**src/rtl/cache_responder.sv**
```systemverilog
// cache_responder -- single-outstanding-access bridge from the datapath's
// instruction and data request ports to a word-addressed RAM.
//
// Data requests always win over instruction requests. Each access latches
// its word-aligned address, store data and operation, holds exactly one RAM
// strobe until ramready (or a TIMEOUT-cycle wait limit), strobes a one-cycle
// hit, then passes through DONE for one cycle so that a request still held
// high is not served twice.
//
// Optional feature: define IFETCH_HOLD_EN to keep one entry holding the last
// successful instruction fetch. A repeat fetch of that word is answered
// combinationally from IDLE without a RAM access. Any completed write to
// that word invalidates the entry.
//
// Parameters:
//   TIMEOUT    maximum RAM wait cycles per access (1..255)
// Ports:
//   CLK        system clock, rising-edge state updates
//   RST        synchronous active-high reset
//   halt       blocks new instruction fetches (in-flight fetches finish)
//   imemREN    instruction read request, imemaddr its byte address
//   dmemREN    data read request, dmemWEN data write request
//   dmemaddr   data byte address, dmemstore store data
//   ihit/dhit  one-cycle completion strobes
//   imemload   instruction word, valid while ihit is high (else 0)
//   dmemload   data word, valid while dhit is high (0 for writes)
//   ramaddr    RAM word address, ramstore RAM write data
//   ramREN     RAM read strobe, ramWEN RAM write strobe
//   ramload    RAM read data, ramready RAM access complete
//   err        sticky timeout flag
module cache_responder #(
  parameter int unsigned TIMEOUT = 255
) (
  input  logic        CLK,
  input  logic        RST,
  input  logic        halt,
  input  logic        imemREN,
  input  logic [31:0] imemaddr,
  input  logic        dmemREN,
  input  logic        dmemWEN,
  input  logic [31:0] dmemaddr,
  input  logic [31:0] dmemstore,
  output logic        ihit,
  output logic        dhit,
  output logic [31:0] imemload,
  output logic [31:0] dmemload,
  output logic [31:0] ramaddr,
  output logic [31:0] ramstore,
  output logic        ramREN,
  output logic        ramWEN,
  input  logic [31:0] ramload,
  input  logic        ramready,
  output logic        err
);

  typedef enum logic [1:0] {IDLE, DACC, IACC, DONE} state_t;

  localparam logic [7:0]  LAST_WAIT    = 8'(TIMEOUT - 1);
  localparam logic [31:0] TIMEOUT_WORD = 32'hBAD1_BAD1;
  localparam logic [31:0] WORD_MASK    = 32'hFFFF_FFFC;

  state_t      state;
  logic [7:0]  wait_cnt;
  logic [31:0] addr_q;
  logic [31:0] store_q;
  logic        write_q;
  logic        dropped_q;
  logic        ren_q;
  logic        wen_q;
  logic        err_q;

  logic        in_acc;
  logic        data_req;
  logic        req_live;
  logic        timed_out;
  logic        finish;
  logic        serve;
  logic        hold_hit;
  logic [31:0] hold_word;

  always_comb begin
    in_acc    = (state == DACC) || (state == IACC);
    data_req  = dmemREN || dmemWEN;
    req_live  = (state == DACC) ? data_req : imemREN;
    timed_out = in_acc && !ramready && (wait_cnt == LAST_WAIT);
    finish    = in_acc && (ramready || timed_out);
    // A request that dropped at any point during the access loses its hit.
    serve     = finish && req_live && !dropped_q;
  end

`ifdef IFETCH_HOLD_EN
  logic        hold_valid;
  logic [31:0] hold_addr;
  logic [31:0] hold_data;

  always_comb begin
    hold_word = hold_data;
    hold_hit  = (state == IDLE) && imemREN && !halt && !data_req && hold_valid &&
                ((imemaddr & WORD_MASK) == hold_addr);
  end

  always_ff @(posedge CLK) begin
    if (RST) begin
      hold_valid <= 1'b0;
      hold_addr  <= '0;
      hold_data  <= '0;
    end else if ((state == IACC) && serve && !timed_out) begin
      hold_valid <= 1'b1;
      hold_addr  <= addr_q;
      hold_data  <= ramload;
    end else if ((state == DACC) && finish && write_q && (addr_q == hold_addr)) begin
      hold_valid <= 1'b0;
    end
  end
`else
  always_comb begin
    hold_word = '0;
    hold_hit  = 1'b0;
  end
`endif

  always_comb begin
    ihit     = ((state == IACC) && serve) || hold_hit;
    dhit     = (state == DACC) && serve;
    imemload = '0;
    if (hold_hit)
      imemload = hold_word;
    else if ((state == IACC) && serve)
      imemload = timed_out ? TIMEOUT_WORD : ramload;
    dmemload = '0;
    if (dhit)
      dmemload = timed_out ? TIMEOUT_WORD : (write_q ? '0 : ramload);
    ramaddr  = in_acc ? addr_q : '0;
    ramstore = in_acc ? store_q : '0;
    // A timed-out access releases the RAM in its final cycle.
    ramREN   = ren_q && !timed_out;
    ramWEN   = wen_q && !timed_out;
    err      = err_q || timed_out;
  end

  always_ff @(posedge CLK) begin
    if (RST) begin
      state     <= IDLE;
      wait_cnt  <= '0;
      addr_q    <= '0;
      store_q   <= '0;
      write_q   <= 1'b0;
      dropped_q <= 1'b0;
      ren_q     <= 1'b0;
      wen_q     <= 1'b0;
      err_q     <= 1'b0;
    end else begin
      case (state)
        IDLE: begin
          wait_cnt  <= '0;
          dropped_q <= 1'b0;
          if (data_req) begin
            state   <= DACC;
            addr_q  <= dmemaddr & WORD_MASK;
            store_q <= dmemstore;
            write_q <= dmemWEN;
            wen_q   <= dmemWEN;
            ren_q   <= !dmemWEN;
          end else if (imemREN && !halt && !hold_hit) begin
            state   <= IACC;
            addr_q  <= imemaddr & WORD_MASK;
            store_q <= '0;
            write_q <= 1'b0;
            wen_q   <= 1'b0;
            ren_q   <= 1'b1;
          end
        end
        DACC, IACC: begin
          if (finish) begin
            state <= DONE;
            ren_q <= 1'b0;
            wen_q <= 1'b0;
            if (timed_out)
              err_q <= 1'b1;
          end else begin
            wait_cnt <= wait_cnt + 8'd1;
            if (!req_live)
              dropped_q <= 1'b1;
          end
        end
        DONE: state <= IDLE;
        default: state <= IDLE;
      endcase
    end
  end

endmodule

```
**config.mk**
```make
export PLATFORM = sky130hd
export DESIGN_NAME = cache_responder
export DESIGN_NICKNAME = d
export VERILOG_FILES = /design/src/rtl/cache_responder.sv
export SDC_FILE = /design/constraint.sdc
export NUM_CORES = 1
export LEC_CHECK = 0
export CAP_MARGIN = 25
export CORE_AREA = 2 2 103 105
export CTS_CLUSTER_SIZE = 16
export DETAILED_ROUTE_END_ITERATION = 12
export DIE_AREA = 0 0 105 107
export DONT_BUFFER_PORTS = 1
export SLEW_MARGIN = 20
export SYNTH_ARGS = -nofsm -noshare
export SYNTH_HDL_FRONTEND = slang
export SYNTH_SLANG_ARGS = --single-unit
```
**constraint.sdc**
```tcl
create_clock -name CLK -period 2.3 [get_ports CLK]
set_input_delay 0.345 -clock CLK [delete_from_list [all_inputs] [get_ports CLK]]
set_output_delay 0.345 -clock CLK [all_outputs]
set_load 0.03 [all_outputs]
```
==> results of run 1 <==
==> critical path: cells and delay by family, from the launching register on <==
kind | cells | cell delay (ps)
flops | 1 | 350
simple gates | 3 | 570
buf+inv | 3 | 370
compound gates | 1 | 150
fa+ha+maj | 1 | 290
==> state kept, by name (all words and copies together) (netlist names) <==
| name | count |
|---|---|
| dropped_q | 1 |
| addr_q | 30 |
| wen_q | 1 |
| wait_cnt | 8 |
| write_q | 1 |
| state | 2 |
| ren_q | 1 |
| store_q | 32 |
| err_q | 1 |
==> metal layers <==
metal	up-vias	GRT usage (%)
met3	40	5.53
met1	2037	26.3
met2	213	40.5
li1	2024	-
met5	-	0
met4	0	10.1
==> timing repair <==
item	in CTS	in global routing
buffers inserted	8	6
gates resized for setup	91	56
hold endpoints to repair	0	0
pin swaps	3	14
setup endpoints to repair	131	131
cloned	5	3
==> power groups by stage <==
stage	combinational [mW]	sequential, mW	clock, mW
after detailed placement	3.05	1.92	0
final	3.66	1.90	1.07
after floorplan	2.52	1.87	0
after global placement	3.00	1.90	0
after CTS	3.42	1.89	1.10
after global routing	3.91	1.95	1.16
==> synthesized netlist by cell type, types with 2 or more instances <==
master	n
sky130_fd_sc_hd__nor2_1	69
sky130_fd_sc_hd__buf_6	3
sky130_fd_sc_hd__clkbuf_1	27
sky130_fd_sc_hd__a311oi_1	31
sky130_fd_sc_hd__nand3_1	11
sky130_fd_sc_hd__or4_1	2
sky130_fd_sc_hd__a22oi_1	33
sky130_fd_sc_hd__ha_1	6
sky130_fd_sc_hd__o21ai_0	2
sky130_fd_sc_hd__or2_1	3
sky130_fd_sc_hd__or3_1	2
sky130_fd_sc_hd__o21a_1	18
sky130_fd_sc_hd__dfxtp_1	77
sky130_fd_sc_hd__and3_1	2
sky130_fd_sc_hd__nor2b_1	3
sky130_fd_sc_hd__nand2b_1	25
sky130_fd_sc_hd__a21oi_2	9
sky130_fd_sc_hd__buf_2	16
sky130_fd_sc_hd__o211ai_1	2
sky130_fd_sc_hd__and2_1	93
sky130_fd_sc_hd__nand2_1	65
sky130_fd_sc_hd__a21oi_1	18
sky130_fd_sc_hd__o31ai_1	3
sky130_fd_sc_hd__buf_4	3
sky130_fd_sc_hd__inv_1	3
==> logic make-up (layout without fill, tap and decap cells) <==
kind of cell | count (synthesis) | count (layout) | synth area share [%]
buffers and inverters | 54 | 121 | 6.28
xor gates and xnor gates | 2 | 2 | 0.404
adders and majority gates | 6 | 6 | 1.73
and+or+nand+nor | 285 | 289 | 34.1
AOI/OAI and AO/OA | 125 | 125 | 21.9
DFF | 77 | 77 | 35.5
other | 1 | 2 | 0.0864
==> cell usage in the layout (no fill, tap or decap), drive strengths merged, types with 2 or more instances in the layout <==
cell	count
o211ai	2
or2	3
a22oi	33
and4b	4
nand3	11
clkinv	2
o31ai	3
inv	8
dfxtp	77
or3	2
or4	2
a21oi	27
ha	6
and3	2
and4	3
nor2	70
o21ai	3
and2	93
buf	99
nand2b	25
a311oi	31
nor2b	3
conb	2
clkbuf	11
nand2	65
o21a	18
==> final cells by class <==
type	count	area, um^2	area share, %
sequential	77	1550	25.6
inverter	4	22.5	0.373
multi-input combinational	424	2890	47.8
tap	136	170	2.82
clock inverter	7	81.3	1.35
timing repair buffer	101	1210	20.1
clock buffer	9	124	2.05
==> metrics by stage <==
stage	area (um^2)	hold WS [ps]	total power, mW	TNS, ps	std cells
after CTS	5720	41.7	6.42	-2140	749
after detailed placement	5010	423	4.97	-1100	720
after floorplan	4340	444	4.38	0	551
final	6040	65.2	6.62	-1970	758
after global routing	6040	35.5	7.02	-10020	758
after global placement	5010	420	4.90	0	720
==> final timing paths <==
path,from,to,slack [ps],cells past startpoint
worst min register to register,addr_q[5],addr_q[5],500,2
worst max-delay path,state[0],dmemload[15],-130,8
worst min-delay path,RST,err_q,70,1
worst max register to register,state[1],store_q[4],290,8
==> results.py, run 1 <==
metrics = {
    "power": {
        "p_int_mw": 3.51,
        "power.sequential.fraction_pct": 28.7,
        "clock_power_share_pct": 16.1,
        "powerDensity_mw_per_mm2": 1100,
        "power.ir.vdd_worst_uv": 587,
        "total_leakage_power_nw": 2.47,
        "netSwitchingFraction_pct": 47.0,
        "power.switching_mw": 3.11,
        "power.share.combinational_pct": 55.2,
    },
    "run_status": {
        "violations": "setup timing",
        "outcome": "complete, but fails checks",
    },
    "clocking": {
        "cts_tree": "yes",
        "cts_max_path_buffers": 2,
        "clkTransAtPathRegs_ps": 90,
        "hold_buffers": 0,
        "clock_sink_count": 77,
        "htree_levels": 3,
        "clock_latency_reported_for_the_late_side_of_the_worst_skew_pair_ps": 350,
        "cts-root-buf": "sky130_fd_sc_hd__clkbuf_8",
        "number_of_buffers_created_by_cts": 9,
    },
    "global_route": {
        "via_count_of_the_first_global_routing_pass": 4023,
        "antenna_found_initial": 0,
        "grt_start_max_net_pins": 78,
        "grt.total_usage_pct": 22.9,
        "overflow": 0,
        "grt_first_pass_wirelength_mm": 20.7,
    },
    "sta": {
        "layout_min_cycle_time_ps": 2430,
        "timing.max_slew.rel_slack_pct": 59.3,
        "layout_setup_ws_ps": -133,
        "period_share_pct": 106,
        "maxSlewViolCount": 0,
        "max_clock_freq_ghz": 0.411,
        "report.final.setup_viol": 36,
        "grt_setup_unrepaired": "true",
        "timing.final.hold_violations": 0,
        "worst_pin_slew_ps": 611,
        "post_route_skew_ps": 7.15,
    },
    "drt": {
        "drt_total_wl_mm": 14.7,
        "met3_length_mm": 1.04,
        "post-route-drc-count": 0,
        "drtPass1Iterations": 4,
        "vias_per_cell": 5.69,
        "detail-route-antenna-nets": 0,
        "highest_metal_used": "met4",
        "drt-wirelength-per-cell_um": 19.5,
        "drt-met1-wl_mm": 5.67,
        "routed-via-count": 4314,
        "detail_route.iter0.violations": 271,
        "met2_wirelength_mm": 7.45,
    },
    "logic_synthesis": {
        "netlist-cell-type-count": 49,
        "syn-cell-area_mm2": 0.00434,
        "synthesis.instances": 550,
        "postSynthAreaPerCell_um2": 7.89,
        "synth_seq_cells": 77,
        "synth_top_area_share_pct": 35.5,
        "yosys.area.top_type": "sky130_fd_sc_hd__dfxtp_1",
        "yosys-top-cells-area": "sky130_fd_sc_hd__dfxtp_1 (36%), sky130_fd_sc_hd__and2_1 (13%), sky130_fd_sc_hd__a311oi_1 (6.3%)",
        "synth-edff-count": 0,
        "synth_sequential_area_ratio_pct": 35.5,
        "synth_ff_type": "sky130_fd_sc_hd__dfxtp_1",
        "async_reset_ff_share_pct": 0,
        "synth-warning-count": 0,
    },
    "floorplan": {
        "io-pin-count": 268,
        "floorplan.core_area_mm2": 0.0101,
        "die-height_um": 107,
        "fp.dieArea_mm2": 0.0112,
        "fp-row-count": 37,
        "die_w_um": 105,
        "floorplan.initialDensity_pct": 43.0,
    },
    "finish": {
        "ratio_of_cells_with_drive_above_1_in_the_final_layout_pct": 30.4,
        "antenna-diode-count": 0,
        "fill_cells": 827,
        "fin_util_pct": 59.9,
        "layout.nets": 758,
        "area_growth_syn_to_layout_pct": 39.3,
    },
    "worst_setup_path": {
        "worst-endpoint-required_ps": 1960,
        "crit_path_end_kind": "primary output",
        "start_kind": "flip-flop",
        "critical-path-slowest-cell": "sky130_fd_sc_hd__dfxtp_2",
        "worst-path-max-fanout": 5,
        "crit_type": "reg2out",
        "worst_ep_arrival_time_ps": 2090,
        "crit_path_cell_trace": "inv_2 -> ha_4 -> nor2b_4 -> nand3_2 -> or2_4 -> buf_16 -> a21oi_4 -> buf_6",
        "critical_path.max_stage_delay_ps": 350,
    },
    "min_path": {
        "holdCritPathClass": "in2reg",
    },
    "job": {
        "maxCapViolCount": 0,
    },
    "placement": {
        "port_buffers": 0,
        "pre_cts_ws_ps": -98.6,
        "place_congestion": 0.892,
        "post-dp-hpwl_mm": 9.06,
    },
}
(Power assumes the default switching activity.)
==> inputs of run 2 (changes only) <==
- clock period: 2.3 -> 2.4 ns (I/O delays scaled with it)
==> run 2 against run 1 <==
Against the previous run:
- worst hold slack better by 14 ps
- first-iteration DRC count rose by 0.74%
- combinational power fell by 11%
- core utilization shrank 3.8 points
- worst setup slack better by 110 ps
- via count is 2.3% lower
- global-route usage shrank 0.93 points
- register-to-register slack improved by 200 ps
- critical path type unchanged
- power decreased by 7.4%
- the flow still finishes with violations (setup timing)
- die area unchanged
- highest routed layer unchanged
==> results.py, run 2 (same netlist as run 1, synthesis figures left out) <==
metrics = {
    "finish": {
        "ratio_of_cells_with_drive_above_1_in_the_final_layout_pct": 27.4,
        "area_growth_syn_to_layout_pct": 30.3,
        "flip_flop_count_of_the_largest_register_all_copies_and_words_added": 32,
        "fin_util_pct": 56.1,
        "layout_common_cells": "sky130_fd_sc_hd__and2_1 (74), sky130_fd_sc_hd__dfxtp_1 (74), sky130_fd_sc_hd__nor2_1 (69)",
        "largestRegisters": "store_q: 32 flops, addr_q: 30 flops, wait_cnt: 8 flops",
        "layout.nets": 742,
        "top_register": "store_q",
        "fill_cells": 862,
        "antenna-diode-count": 0,
    },
    "clocking": {
        "clock_latency_reported_for_the_late_side_of_the_worst_skew_pair_ps": 350,
        "cts-root-buf": "sky130_fd_sc_hd__clkbuf_8",
        "hold_buffers": 0,
        "clkTransAtPathRegs_ps": 80,
        "cts_tree": "yes",
        "clock_sink_count": 77,
        "number_of_buffers_created_by_cts": 9,
        "cts_max_path_buffers": 2,
        "htree_levels": 3,
    },
    "sta": {
        "worst_pin_slew_ps": 631,
        "finalHoldWorstSlack_ps": 78.8,
        "timing.final.hold_violations": 0,
        "layout_setup_ws_ps": -23.1,
        "max_clock_freq_ghz": 0.413,
        "timing.max_slew.rel_slack_pct": 58.0,
        "layout_min_cycle_time_ps": 2420,
        "setup_tns_ps": -35.0,
        "maxSlewViolCount": 0,
        "report.final.setup_viol": 3,
        "period_share_pct": 101,
        "grt_setup_unrepaired": "true",
        "post_route_skew_ps": 12.6,
    },
    "worst_setup_path": {
        "crit_type": "reg2out",
        "setup.reg_to_reg.worst_slack_ps": 490,
        "reg2reg_to": "wait_cnt[5]",
        "ff2ff_path_depth": 7,
        "start_kind": "flip-flop",
        "rr_startpoint": "state[0]",
        "worst-path-max-fanout": 10,
        "worst-endpoint-required_ps": 2040,
        "crit_path_end_kind": "primary output",
        "worst_ep_arrival_time_ps": 2060,
    },
    "run_status": {
        "violations": "setup timing",
        "outcome": "complete, but fails checks",
    },
    "floorplan": {
        "fp-row-count": 37,
        "io-pin-count": 268,
        "die_w_um": 105,
        "die-height_um": 107,
        "floorplan.initialDensity_pct": 43.0,
        "fp.dieArea_mm2": 0.0112,
        "floorplan.core_area_mm2": 0.0101,
    },
    "min_path": {
        "hold_path_end": "err_q",
        "hold_path_depth": 1,
        "holdCritPathClass": "in2reg",
        "hold_path_startpoint": "RST",
    },
    "global_route": {
        "overflow": 0,
        "grt_first_pass_wirelength_mm": 20.1,
        "via_count_of_the_first_global_routing_pass": 3947,
        "grt.total_usage_pct": 22.0,
        "grt_start_max_net_pins": 78,
        "antenna_found_initial": 0,
    },
    "job": {
        "maxCapViolCount": 0,
    },
    "power": {
        "p_int_mw": 3.24,
        "clock_power_share_pct": 16.8,
        "netSwitchingFraction_pct": 47.1,
        "power.sequential.fraction_pct": 30.1,
        "total_leakage_power_nw": 2.33,
        "power.switching_mw": 2.89,
        "power.ir.vdd_worst_uv": 504,
        "totalPowerFinal_mw": 6.13,
        "powerDensity_mw_per_mm2": 1080,
        "power.share.combinational_pct": 53.2,
    },
    "placement": {
        "post-dp-hpwl_mm": 8.99,
        "port_buffers": 0,
        "place_congestion": 0.879,
    },
    "drt": {
        "drt-wirelength-per-cell_um": 18.7,
        "detail_route.iter0.violations": 273,
        "vias_per_cell": 5.68,
        "post-route-drc-count": 0,
        "routed-via-count": 4216,
        "drtPass1Iterations": 4,
        "drt_total_wl_mm": 13.9,
        "detail-route-antenna-nets": 0,
    },
}
==> run 2: worst max-delay path by stage <==
stage | from | endpoint | slack, ps | cells past startpoint
5_1_grt | state[0] | dmemload[13] | -130 | 8
3_3_place_gp | state[1] | imemload[31] | 100 | 6
6_report | state[0] | dmemload[13] | -20 | 8
2_1_floorplan | state[1] | dmemload[0] | 140 | 7
3_5_place_dp | state[1] | imemload[31] | -0.08 | 6
4_1_cts | state[0] | dmemload[4] | 8 | 8
==> run 2: critical path, stage by stage (launching register included) <==
cell                      delay (ps)
sky130_fd_sc_hd__dfxtp_2         360
sky130_fd_sc_hd__inv_2            60
sky130_fd_sc_hd__ha_4            280
sky130_fd_sc_hd__nor2b_4         160
sky130_fd_sc_hd__nand3_2         100
sky130_fd_sc_hd__or2_4           280
sky130_fd_sc_hd__buf_12          160
sky130_fd_sc_hd__a21oi_1         130
sky130_fd_sc_hd__buf_4           190
==> run 2: cell type report <==
class                           count  area [um^2]  share of cell area, %
Clock buffer                        9          124                   2.19
Clock inverter                      7         78.8                   1.39
Inverter                            4         15.0                  0.265
Multi-Input combinational cell    424         2750                   48.6
Sequential cell                    77         1550                   27.3
Tap cell                          136          170                   3.01
Timing Repair Buffer               85          972                   17.2
==> run 2: layer usage <==
layer | GRT usage, % | wire length (um) | vias up
li1 | - | - | 1988
met1 | 25.1 | 5360 | 1986
met2 | 38.9 | 6970 | 212
met3 | 5.78 | 1040 | 30
met4 | 9.33 | 493 | 0
met5 | 0 | 0 | -
==> run 2: through the flow <==
stage | setup WS, ps | instances | instance area [um^2]
global route | -127 | 742 | 5660
CTS | 7.54 | 739 | 5410
finish | -23.1 | 742 | 5660
detailed placement | -0.0790 | 713 | 4960
floorplan | 140 | 551 | 4340
global placement | 96.3 | 713 | 4960
==> run 2: what timing repair did <==
| item | CTS | global route |
|---|---|---|
| gates resized for setup | 39 | 66 |
| cloned | 4 | 1 |
| pin swaps | 4 | 16 |
| buffers inserted | 6 | 2 |
| endpoints found under the setup margin | 128 | 69 |
==> run 2: power groups by stage <==
stage	combinational, mW	sequential [mW]	clock, mW
6_report	3.26	1.84	1.03
2_1_floorplan	2.41	1.79	0
5_1_grt	3.53	1.89	1.12
3_5_place_dp	2.86	1.86	0
4_1_cts	3.14	1.84	1.06
3_3_place_gp	2.82	1.84	0
